File: config.mk
export PLATFORM = sky130hd
export DESIGN_NAME = load_store_unit
export DESIGN_NICKNAME = d
export VERILOG_FILES = /design/src/rtl/rv32i_lsu_pkg.sv /design/src/rtl/lsu_align.sv /design/src/rtl/load_store_unit.sv
export SDC_FILE = /design/constraint.sdc
export NUM_CORES = 1
export LEC_CHECK = 0
export ABC_CLOCK_PERIOD_IN_PS = 4500
export CORE_ASPECT_RATIO = 2
export CORE_MARGIN = 5
export CORE_UTILIZATION = 49
export DETAILED_ROUTE_END_ITERATION = 6
export MAX_ROUTING_LAYER = met4
export PLACE_DENSITY_LB_ADDON = 0.08
export SLEW_MARGIN = 40
export SYNTH_ARGS = -nofsm -noshare
export SYNTH_HDL_FRONTEND = slang
export SYNTH_SLANG_ARGS = --single-unit
File: constraint.sdc
create_clock -name clk -period 4.5 [get_ports clk]
set_input_delay 1.35 -clock clk [delete_from_list [all_inputs] [get_ports clk]]
set_output_delay 1.35 -clock clk [all_outputs]
set_load 0.1 [all_outputs]
File: src/rtl/rv32i_lsu_pkg.sv
// Shared types and helpers for the RV32I load/store unit.
//   mem_ctrl_e   : access size/sign encoding carried on req_ctrl
//   lsu_state_e  : load_store_unit FSM states
//   is_valid_ctrl: req_ctrl encodes a real access (000..100)
//   is_misaligned: access does not fit its natural alignment
package rv32i_lsu_pkg;

    typedef enum logic [2:0] {
        MC_B  = 3'b000,
        MC_H  = 3'b001,
        MC_W  = 3'b010,
        MC_HU = 3'b011,
        MC_BU = 3'b100
    } mem_ctrl_e;

    typedef enum logic [1:0] {
        IDLE = 2'd0,
        REQ  = 2'd1,
        WAIT = 2'd2,
        DONE = 2'd3
    } lsu_state_e;

    function automatic logic is_valid_ctrl(input logic [2:0] ctrl);
        return (ctrl <= MC_BU);
    endfunction

    function automatic logic is_misaligned(input logic [2:0] ctrl, input logic [1:0] off);
        logic mis;
        mis = 1'b0;
        case (ctrl)
            MC_H, MC_HU: mis = off[0];
            MC_W:        mis = |off;
            default:     mis = 1'b0;
        endcase
        return mis;
    endfunction

endpackage

File: src/rtl/lsu_align.sv
// Combinational lane steering for the load/store unit.
//   ctrl_i   : access size/sign (mem_ctrl_e encoding)
//   offset_i : byte offset within the word (addr[1:0])
//   wdata_i  : right-justified store data
//   rdata_i  : raw memory read word
//   wstrb_o  : byte enables for a store of this size/offset
//   wdata_o  : store data replicated into every lane
//   rdata_o  : selected lane, sign- or zero-extended
// Misaligned halfwords use offset[1] only; words ignore the offset.
module lsu_align
    import rv32i_lsu_pkg::*;
(
    input  logic [2:0]  ctrl_i,
    input  logic [1:0]  offset_i,
    input  logic [31:0] wdata_i,
    input  logic [31:0] rdata_i,
    output logic [3:0]  wstrb_o,
    output logic [31:0] wdata_o,
    output logic [31:0] rdata_o
);

    logic [7:0]  rbyte;
    logic [15:0] rhalf;

    always_comb begin
        case (offset_i)
            2'd0:    rbyte = rdata_i[7:0];
            2'd1:    rbyte = rdata_i[15:8];
            2'd2:    rbyte = rdata_i[23:16];
            default: rbyte = rdata_i[31:24];
        endcase
        rhalf = offset_i[1] ? rdata_i[31:16] : rdata_i[15:0];
    end

    always_comb begin
        wstrb_o = '0;
        wdata_o = wdata_i;
        case (ctrl_i)
            MC_B, MC_BU: begin
                wstrb_o = 4'b0001 << offset_i;
                wdata_o = {4{wdata_i[7:0]}};
            end
            MC_H, MC_HU: begin
                wstrb_o = 4'b0011 << {offset_i[1], 1'b0};
                wdata_o = {2{wdata_i[15:0]}};
            end
            MC_W:    wstrb_o = 4'b1111;
            default: wstrb_o = '0;
        endcase
    end

    always_comb begin
        case (ctrl_i)
            MC_B:    rdata_o = {{24{rbyte[7]}}, rbyte};
            MC_BU:   rdata_o = {24'h0, rbyte};
            MC_H:    rdata_o = {{16{rhalf[15]}}, rhalf};
            MC_HU:   rdata_o = {16'h0, rhalf};
            default: rdata_o = rdata_i;
        endcase
    end

endmodule

File: src/rtl/load_store_unit.sv
// MEM-stage load/store unit for an RV32I core driving a req/gnt/rvalid
// data-memory port. One access per instruction; the pipeline is stalled
// until the access completes (rsp_valid pulse).
//   Pipeline side : req_valid/req_we/req_ctrl/req_addr/req_wdata in,
//                   lsu_stall, rsp_valid, rsp_rdata, rsp_err out
//   Memory side   : mem_req/mem_we/mem_addr/mem_wstrb/mem_wdata out,
//                   mem_gnt/mem_rvalid/mem_rdata in
// Parameter TIMEOUT_CYCLES: cycles spent in REQ or WAIT before aborting
// with rsp_err (min 2).
// Build option LSU_MISALIGN_TRAP_EN: when defined, misaligned H/HU/W
// accesses complete immediately with rsp_err and never reach memory;
// otherwise the offset is truncated and the access proceeds.
module load_store_unit
    import rv32i_lsu_pkg::*;
#(
    parameter int unsigned TIMEOUT_CYCLES = 16
) (
    input  logic        clk,
    input  logic        rst_n,
    input  logic        req_valid,
    input  logic        req_we,
    input  logic [2:0]  req_ctrl,
    input  logic [31:0] req_addr,
    input  logic [31:0] req_wdata,
    output logic        lsu_stall,
    output logic        rsp_valid,
    output logic [31:0] rsp_rdata,
    output logic        rsp_err,
    output logic        mem_req,
    output logic        mem_we,
    output logic [31:0] mem_addr,
    output logic [3:0]  mem_wstrb,
    output logic [31:0] mem_wdata,
    input  logic        mem_gnt,
    input  logic        mem_rvalid,
    input  logic [31:0] mem_rdata
);

    localparam int unsigned CNT_W = $clog2(TIMEOUT_CYCLES);
    localparam logic [CNT_W-1:0] CNT_LAST = CNT_W'(TIMEOUT_CYCLES - 1);

    lsu_state_e       state_q, state_d;
    logic [CNT_W-1:0] cnt_q, cnt_d;
    logic             we_q, we_d;
    logic [31:2]      addr_q, addr_d;
    logic [2:0]       ctrl_q, ctrl_d;
    logic [1:0]       off_q, off_d;
    logic [3:0]       strb_q, strb_d;
    logic [31:0]      wdata_q, wdata_d;
    logic [31:0]      rdata_q, rdata_d;
    logic             err_q, err_d;

    logic [2:0]  al_ctrl;
    logic [1:0]  al_off;
    logic [3:0]  al_wstrb;
    logic [31:0] al_wdata;
    logic [31:0] al_rdata;
    logic        req_bad;
    logic        timeout;

    // The aligner is shared: in IDLE it shapes the incoming store, in WAIT
    // it extracts load data for the request already registered.
    assign al_ctrl = (state_q == IDLE) ? req_ctrl       : ctrl_q;
    assign al_off  = (state_q == IDLE) ? req_addr[1:0]  : off_q;

    lsu_align u_align (
        .ctrl_i   (al_ctrl),
        .offset_i (al_off),
        .wdata_i  (req_wdata),
        .rdata_i  (mem_rdata),
        .wstrb_o  (al_wstrb),
        .wdata_o  (al_wdata),
        .rdata_o  (al_rdata)
    );

    always_comb begin
        req_bad = !is_valid_ctrl(req_ctrl);
`ifdef LSU_MISALIGN_TRAP_EN
        req_bad = req_bad | is_misaligned(req_ctrl, req_addr[1:0]);
`endif
    end

    assign timeout = (cnt_q == CNT_LAST);

    always_comb begin
        state_d = state_q;
        cnt_d   = cnt_q;
        we_d    = we_q;
        addr_d  = addr_q;
        ctrl_d  = ctrl_q;
        off_d   = off_q;
        strb_d  = strb_q;
        wdata_d = wdata_q;
        rdata_d = rdata_q;
        err_d   = err_q;
        case (state_q)
            IDLE: begin
                if (req_valid) begin
                    cnt_d = '0;
                    if (req_bad) begin
                        state_d = DONE;
                        rdata_d = '0;
                        err_d   = 1'b1;
                    end else begin
                        state_d = REQ;
                        we_d    = req_we;
                        addr_d  = req_addr[31:2];
                        ctrl_d  = req_ctrl;
                        off_d   = req_addr[1:0];
                        strb_d  = req_we ? al_wstrb : 4'b0000;
                        wdata_d = al_wdata;
                    end
                end
            end
            REQ: begin
                // rvalid in the grant cycle is deliberately not looked at here.
                if (mem_gnt) begin
                    cnt_d = '0;
                    if (we_q) begin
                        state_d = DONE;
                        rdata_d = '0;
                        err_d   = 1'b0;
                    end else begin
                        state_d = WAIT;
                    end
                end else if (timeout) begin
                    cnt_d   = '0;
                    state_d = DONE;
                    rdata_d = '0;
                    err_d   = 1'b1;
                end else begin
                    cnt_d = cnt_q + CNT_W'(1);
                end
            end
            WAIT: begin
                if (mem_rvalid) begin
                    cnt_d   = '0;
                    state_d = DONE;
                    rdata_d = al_rdata;
                    err_d   = 1'b0;
                end else if (timeout) begin
                    cnt_d   = '0;
                    state_d = DONE;
                    rdata_d = '0;
                    err_d   = 1'b1;
                end else begin
                    cnt_d = cnt_q + CNT_W'(1);
                end
            end
            DONE: begin
                cnt_d   = '0;
                state_d = IDLE;
            end
            default: begin
                cnt_d   = '0;
                state_d = IDLE;
            end
        endcase
    end

    always_ff @(posedge clk or negedge rst_n) begin
        if (!rst_n) begin
            state_q <= IDLE;
            cnt_q   <= '0;
            we_q    <= 1'b0;
            addr_q  <= '0;
            ctrl_q  <= '0;
            off_q   <= '0;
            strb_q  <= '0;
            wdata_q <= '0;
            rdata_q <= '0;
            err_q   <= 1'b0;
        end else begin
            state_q <= state_d;
            cnt_q   <= cnt_d;
            we_q    <= we_d;
            addr_q  <= addr_d;
            ctrl_q  <= ctrl_d;
            off_q   <= off_d;
            strb_q  <= strb_d;
            wdata_q <= wdata_d;
            rdata_q <= rdata_d;
            err_q   <= err_d;
        end
    end

    assign mem_req   = (state_q == REQ);
    assign mem_we    = we_q;
    assign mem_addr  = {addr_q, 2'b00};
    assign mem_wstrb = strb_q;
    assign mem_wdata = wdata_q;
    assign rsp_valid = (state_q == DONE);
    assign rsp_rdata = rdata_q;
    assign rsp_err   = err_q;
    assign lsu_stall = req_valid & (state_q != DONE);

endmodule

==> run metrics, run 1 <==
status=finished, final reports clean; worst reg2reg startpoint=state_q[0]$_DFFE_PN0N_; Worst Path Class, Setup=primary input to output pin; Slew HR=between 40% and 50%; Iter 0 DRT Violations=477; clk_lat worst skew=0.35 ns; clock skew=between 0.009 and 0.01 ns; I/O Pins=between 200 and 250; CTS Buf Count=9; min-delay worst type=flip-flop to flip-flop; Ant. Diodes=0; GRT Overall Usage=26.7%; warnings from Yosys=0; Worst Path Required=around 3.2 ns; Sink Count=111; share of cells above drive strength 1=18.2%; hold path start=addr_q[22]$_DFFE_PN0P_; clock tree buffer depth=2; Post-CTS Setup Inserts=0; Max Fanout on Critical Path=6; Port-buffer cells=approximately 210; largest family of logic cells by synthesized area=compound AO/OA/AOI/OAI gates; Post-Synth XOR/XNOR Area=0%; first-pass iteration count of the detailed router=5; core area=0.0116 mm^2; vias in the first global route=approximately 5.7k; post-route ant nets=0; Initial Utilization=about half; Hold-fix buffers, CTS=0; R2R Setup Slk=1.24 ns; TNS Setup=0 ns; RSZ-0062 raised after global routing=false; die area=0.0141 mm^2; fmax=261 MHz; Slew @ Worst Pin=around 0.77 ns; Fill cells=996; Seq/Total Area, Yosys=approximately half; largest net degree at the start of global routing=79; Final #Nets=between 900 and 1k; via count=5,762; Post-synth ARST share=100%; GP Congestion=0.935; DRC Markers=0; maxcap violations=0; area used by multi-input combinational logic=0.00273 mm^2; DPL Wire Length=13.9 mm; final setup fails=0; Resized cells post-CTS=0; Netlist cell types=58; EDFF count, synth=0; CP endpoint=lsu_stall; total gr overflow=0; adder-cell share of the synthesized area=1.09%; Worst Reg-to-Reg Cells=7; Syn Area/Cell=slightly below 9 um^2; mux cell area share after synthesis=just under 2%; final hold viol count=0; Clock transition at path regs=0.08 ns; row cnt=56; H-tree Lvls=3; Final Cycle Share=85.1%; Root Driver=clkbuf_16; flop and latch count out of synthesis=approximately 110; capturing point of the worst reg2reg path=rsp_rdata[14]$_DFFE_PN0P_; routed wire length=18.3 mm; initial antenna violation count=0; first-pass GRT wire length=28.9 mm; CTS tree=done; width of the die=just under 90 um; Max Slew Vio Count=0; Via density=between 5 and 6; most frequent cells in the layout=nand2_1, dfrtp_1, clkdlybuf4s50_1, buf_2, nor2_1; Critical Path End Type=output pin; Area Overhead vs Synth=34.4%; crit path from=req_valid; drt wl/cell=18.4 um; most common cell after layout, fill and taps aside=nand2_1; Syn Std Cell Area=0.00574 mm^2; simple logic cell fraction of the synthesized area=a little over a fifth; Synth Flop Type=dfrtp_1; Die Ht=163 um; post-synthesis compound-gate area fraction=22.3%; CP arrival=2.48 ns; Storage cell area=0.00278 mm^2; Final Critical Period=3.83 ns; Mapped Cells=660; CP Launch Type=primary input
Yosys cell counts, types with 10 or more instances:
master / n / area [um^2]
a21oi_1: 28 / 140
a221oi_1: 16 / 140
a22o_1: 11 / 96.3
a31oi_1: 10 / 62.6
and2_1: 10 / 62.6
clkbuf_1: 28 / 105
dfrtp_1: 111 / 2780
inv_1: 18 / 67.6
nand2_1: 183 / 687
nand2b_1: 10 / 62.6
nor2_1: 59 / 221
o211ai_1: 10 / 75.1
o21ai_0: 42 / 210
o31ai_1: 19 / 143
worst max-delay path, stage by stage:
cell and delay (ns):
clkdlybuf4s50_1 0.61, nor2b_1 0.30, buf_12 0.21
kinds of logic after synthesis:
logic type / after synthesis
and+or+nand+nor: 291
AOI/OAI and AO/OA: 180
DFF: 111
buffers and inverters: 62
muxes: 10
adders and majority gates: 5
other: 1
sequential cells by signal, summed over array words and instances (netlist names):
name       cells
addr_q        30
cnt_q          4
ctrl_q         3
mem_wdata     32
mem_we         1
mem_wstrb      4
off_q          2
rsp_err        1
rsp_rdata     32
state_q        2
per-stage QoR:
stage | hold slack, ns | utilization (%) | setup slack [ns] | instance area (um^2) | instances
2_1_floorplan | 0.460 | - | 0.466 | 5750 | 661
3_3_place_gp | 0.456 | 68.1 | 0.745 | 7920 | 980
3_5_place_dp | 0.457 | 63.8 | 0.615 | 7420 | 980
4_1_cts | 0.476 | 66.3 | 0.666 | 7710 | 996
5_1_grt | 0.489 | 66.4 | 0.613 | 7720 | 996
6_report | 0.474 | 66.4 | 0.669 | 7720 | 996
how the worst min path moves through the flow:
| stage | to | slack (ns) | cells past startpoint |
|---|---|---|---|
| CTS | addr_q[29]$_DFFE_PN0P_ | 0.48 | 2 |
| finish | addr_q[22]$_DFFE_PN0P_ | 0.47 | 2 |
| global placement | addr_q[28]$_DFFE_PN0P_ | 0.46 | 2 |
| global route | addr_q[29]$_DFFE_PN0P_ | 0.49 | 2 |
| detailed placement | addr_q[29]$_DFFE_PN0P_ | 0.46 | 2 |
| floorplan | cnt_q[3]$_DFFE_PN0N_ | 0.46 | 1 |
routing by layer:
| layer | global-route usage, % | wire length, um |
|---|---|---|
| met1 | 29.9 | 6520 |
| met2 | 45.6 | 9510 |
| met3 | 5.45 | 1580 |
| met4 | 11.3 | 692 |
| met5 | - | 0 |
cell type report:
type | instances | share of cell area [%]
Sequential cell | 111 | 36.0
Clock inverter | 6 | 0.794
Inverter | 18 | 0.875
Tap cell | 145 | 2.35
Clock buffer | 10 | 2.97
Timing Repair Buffer | 218 | 21.7
Multi-Input combinational cell | 488 | 35.4
Power of run 1 is left out: the tool's default activity adds up to more than one toggle a clock period on the data nets, which glitch-free logic cannot reach.
==> run 2: changes to the inputs <==
--- a/config.mk
+++ b/config.mk
@@ -12,7 +12,7 @@
 export DETAILED_ROUTE_END_ITERATION = 6
 export MAX_ROUTING_LAYER = met4
 export PLACE_DENSITY_LB_ADDON = 0.08
-export SLEW_MARGIN = 40
+export SLEW_MARGIN = 10
 export SYNTH_ARGS = -nofsm -noshare
 export SYNTH_HDL_FRONTEND = slang
 export SYNTH_SLANG_ARGS = --single-unit
==> run metrics, run 2 (synthesis gave the netlist of run 1 again) <==
Worst Path Required=3.15 ns (about the same); slowest CP cell=clkdlybuf4s50_1; crit path from=req_valid; crit-path cells=clkdlybuf4s50_1 -> nor2b_1 -> buf_12; Final Cycle Share=84.0% (-1.1 points); Final WS setup=0.718 ns (+0.0489 ns); DRC Markers=0 (unchanged); clk_lat worst skew=0.35 ns (about the same); share of cells above drive strength 1=6.11% (-12 points); row cnt=56 (unchanged); routed wire length=19.0 mm (+4.0%); CP arrival=2.43 ns (-0.05 ns); min-delay worst type=flip-flop to flip-flop; total gr overflow=0 (unchanged); pre-CTS setup slack=0.600 ns (-0.0154 ns); crit path buf inv count=2 (unchanged); Critical Path End Type=output pin; hold path start=addr_q[8]$_DFFE_PN0P_; Iter 0 DRT Violations=495 (+3.8%); Ant. Diodes=0 (unchanged); first-pass GRT wire length=30.4 mm (+5.3%); Max Fanout on Critical Path=6 (unchanged); DPL Wire Length=14.2 mm (+2.5%); most common cell after layout, fill and taps aside=clkdlybuf4s50_1; CTS tree=done; clock tree buffer depth=2 (unchanged); Hold-fix buffers, CTS=0 (unchanged); GP Congestion=0.935 (unchanged); Worst Path Class, Setup=primary input to output pin; drt wl/cell=19.1 um (+4.0%); Clock transition at path regs=0.08 ns (about the same); Via density=5.81 (+0.38%); Post-CTS Setup Inserts=0 (unchanged); Top Family by Delay on Critical Path=buffers and inverters; TNS Setup=0 ns (unchanged); RSZ-0062 raised after global routing=false; most frequent cells in the layout=clkdlybuf4s50_1, nand2_1, dfrtp_1, nor2_1, o21ai_0; Port-buffer cells=207 (unchanged); status=finished, final reports clean; Area Overhead vs Synth=42.9%; Final Critical Period=3.78 ns (-0.0489 ns); Slew @ Worst Pin=1.04 ns (+0.266 ns); maxcap violations=0 (unchanged); Worst path max stage delay=0.61 ns (about the same); core area=0.0116 mm^2 (unchanged); Final #Nets=956 (unchanged); width of the die=86.6 um (unchanged); Resized cells post-CTS=0 (unchanged); GRT Overall Usage=28.3% (+1.5 points); worst reg2reg startpoint=state_q[0]$_DFFE_PN0N_; Root Driver=clkbuf_16; I/O Pins=210 (unchanged); vias in the first global route=6,168 (+7.4%); largest net degree at the start of global routing=79 (unchanged); final hold viol count=0 (unchanged); CTS Buf Count=9 (unchanged); H-tree Lvls=3 (unchanged); Max Slew Vio Count=0 (unchanged); fmax=264 MHz (+1.3%); die area=0.0141 mm^2 (unchanged); first-pass iteration count of the detailed router=5 (unchanged); CP Launch Type=primary input; Slew HR=30.4% (-18 points); Initial Utilization=49.4% (unchanged); clock skew=0.00975 ns (-0.000177 ns); final setup fails=0 (unchanged); Die Ht=163 um (unchanged); post-route ant nets=0 (unchanged); initial antenna violation count=0 (unchanged); Sink Count=111 (unchanged); via count=5,784 (+0.38%)
-- run 2: worst register-to-register path: cells and delay by family (launching register included) --
kind | cells | cell delay [ns]
and+or+nand+nor | 3 | 1.34
AOI/OAI and AO/OA | 2 | 0.65
adders and majority gates | 1 | 0.45
DFF | 1 | 0.44
buffers and inverters | 2 | 0.43
-- run 2: worst paths after layout --
check / slack, ns / end / cells after the start
setup / recovery: 0.72 / lsu_stall / 3
min in group asynchronous: 1.12 / rsp_rdata[11]$_DFFE_PN0P_ / 1
hold / removal: 0.48 / addr_q[8]$_DFFE_PN0P_ / 2
hold reg to reg: 0.48 / addr_q[8]$_DFFE_PN0P_ / 2
max in group asynchronous: 2.56 / mem_wstrb[2]$_DFFE_PN0P_ / 2
setup reg to reg: 1.11 / rsp_rdata[10]$_DFFE_PN0P_ / 8
-- run 2: final cells by class --
type                    count  area, um^2
fillers                   924        3420
flip-flops and latches    111        2780
multi-input cells         488        2720
repair buffers            218        2170
clock buffers              11         243
well taps                 145         181
inverters                  18        67.6
clock inverters             5        51.3
-- run 2: per-layer routing --
layer | vias to the layer above | track usage (%) | share of wire, %
met2 | 265 | 48.6 | 53
li1 | 2677 | - | -
met4 | 0 | 13.7 | 4.1
met3 | 57 | 7.17 | 7.7
met1 | 2785 | 29.5 | 35
met5 | - | - | 0
-- run 2: stage by stage --
stage,instances,utilization (%),hold WS [ns],cell area (um^2)
after detailed placement,980,68.1,0.462,7920
after global routing,996,70.6,0.506,8210
after floorplan,661,-,0.460,5750
after global placement,980,68.1,0.456,7920
after CTS,996,70.6,0.481,8210
final,996,70.6,0.476,8210
Power of run 2 is left out for the same reason.
==> RTL change: new RTL, settings of run 1 <==
Build with the macro `LSU_MISALIGN_TRAP_EN` defined.
--- a/src/rtl/load_store_unit.sv
+++ b/src/rtl/load_store_unit.sv
@@ -10,6 +10,8 @@
 // Build option LSU_MISALIGN_TRAP_EN: when defined, misaligned H/HU/W
 // accesses complete immediately with rsp_err and never reach memory;
 // otherwise the offset is truncated and the access proceeds.
+`define LSU_MISALIGN_TRAP_EN
+
 module load_store_unit
     import rv32i_lsu_pkg::*;
 #(
Formal check against the unedited RTL: not equivalent (a bounded check fails within 4 cycles, from zero or initial values and one cycle with rst_n low).
==> RTL change against run 1 <==
Sequential cell count did not move; worst setup slack better by 0.061 ns; critical path depth unchanged; via count shrank 5.6%; sequential share of layout area increased by 0.80 points; first-iteration DRC count shrank 26%; routed wire length fell by 4.5%; area after synthesis down 4.2%; largest cell class unchanged; design area shrank 2.2%.
Power is left out: the tool's default activity adds up to more than one toggle a clock period on the data nets, which glitch-free logic cannot reach.
==> RTL change: results (changes against run 1) <==
outcome: finished, final reports clean
Setup Skew: 0.00747 ns (-0.00246 ns)
pin count of the biggest net entering global routing: 64 (-19%)
XOR/XNOR Fraction of Synth Area: 0% (unchanged)
Synth area leaders: dfrtp_1 (50%), nand2_1 (13%), o21ai_0 (4.5%)
via density per instance: 5.69 (-1.7%)
Synth cell types: 49 (-16%)
vias in the first global route: 5,696 (-0.78%)
Worst-Margin Slew: 0.820 ns (+0.0504 ns)
clock slew at reported path FFs: 0.08 ns (about the same)
hold path startpoint: addr_q[28]$_DFFE_PN0P_
# Post-CTS Setup Buffers: 0 (unchanged)
post-synthesis compound-gate area fraction: 19.3% (-3.1 points)
Max clock buf depth: 2 (unchanged)
root buf cell: clkbuf_16
Reg2Reg Setup Slack: 1.37 ns (+0.13 ns)
layout cells sized above 1: 19.2% (+1.0 points)
PortBufs: 207 (unchanged)
total track usage: 26.4% (-0.33 points)
post-synthesis adder-cell area fraction: 1.14% (+0.048 points)
# nets final: 923 (-3.5%)
Reg2Reg Depth: 9 (+2)
Post-DP HPWL: 13,400 um (-3.6%)
portion of netlist area occupied by mux cells: 4.25% (+2.3 points)
Routed WL: 17,500 um (-4.5%)
sequential share of the synthesized area: 50.5% (+2.1 points)
first-pass GRT wire length: 28,100 um (-2.7%)
Placer Congestion: 0.951 (+1.7%)
CP arrival: 2.42 ns (-0.06 ns)
DRT iter0 DRCs: 352 (-26%)
antenna violations before repair: 0 (unchanged)
WHS Endpoint: addr_q[28]$_DFFE_PN0P_
# resized after CTS: 0 (unchanged)
WHS: 0.471 ns (-0.00318 ns)
synth cell count leaders: nand2_1 (195), dfrtp_1 (111), o21ai_0 (49)
## RTL change: metrics by stage
stage	utilization (%)	cells	setup WS, ns	area, sq um
floorplan	-	617	0.466	5510
global placement	70.7	942	0.746	7740
detailed placement	66.2	942	0.636	7240
CTS	68.9	957	0.722	7550
global route	69.0	957	0.678	7550
finish	69.0	957	0.730	7550
## RTL change: final cells by class
cell class	count	area (sq um)
inverters	13	48.8
multi-input cells	453	2520
fillers	937	3390
clock buffers	9	225
well taps	140	175
flip-flops and latches	111	2780
clock inverters	6	78.8
repair buffers	225	1730
## RTL change: kinds of logic (layout without fill, tap and decap cells)
| family | after synthesis | count (layout) |
|---|---|---|
| simple gates | 272 | 272 |
| compound gates | 151 | 151 |
| buf+inv | 53 | 253 |
| other cells | 1 | 2 |
| flops | 111 | 111 |
| fa+ha+maj | 5 | 5 |
| mux | 23 | 23 |
## RTL change: how the worst max path moves through the flow
stage,start,endpoint,slack (ns),cells after the start
floorplan,req_valid,lsu_stall,0.47,1
global placement,req_valid,lsu_stall,0.75,3
detailed placement,req_ctrl[0],mem_wdata[14]$_DFFE_PN0P_,0.64,7
CTS,req_valid,lsu_stall,0.72,3
global route,req_valid,lsu_stall,0.68,3
finish,req_valid,lsu_stall,0.73,3
## RTL change: worst reg2reg max path: cells and delay by family, from the launching register on
family	cells	cell delay, ns
flops	1	0.43
fa+ha+maj	1	0.64
buf+inv	3	0.65
compound gates	3	0.48
simple gates	2	0.84
## RTL change: metal layers
layer  share of wire [%]  wire length, um  global-route usage [%]  vias up
met4                 4.4              763                    11.4        0
met5                   0                0                       -        -
met2                  55             9540                    47.3      280
met3                 6.6             1150                    5.00       70
li1                    -                -                       -     2515
met1                  34             6020                    27.8     2577
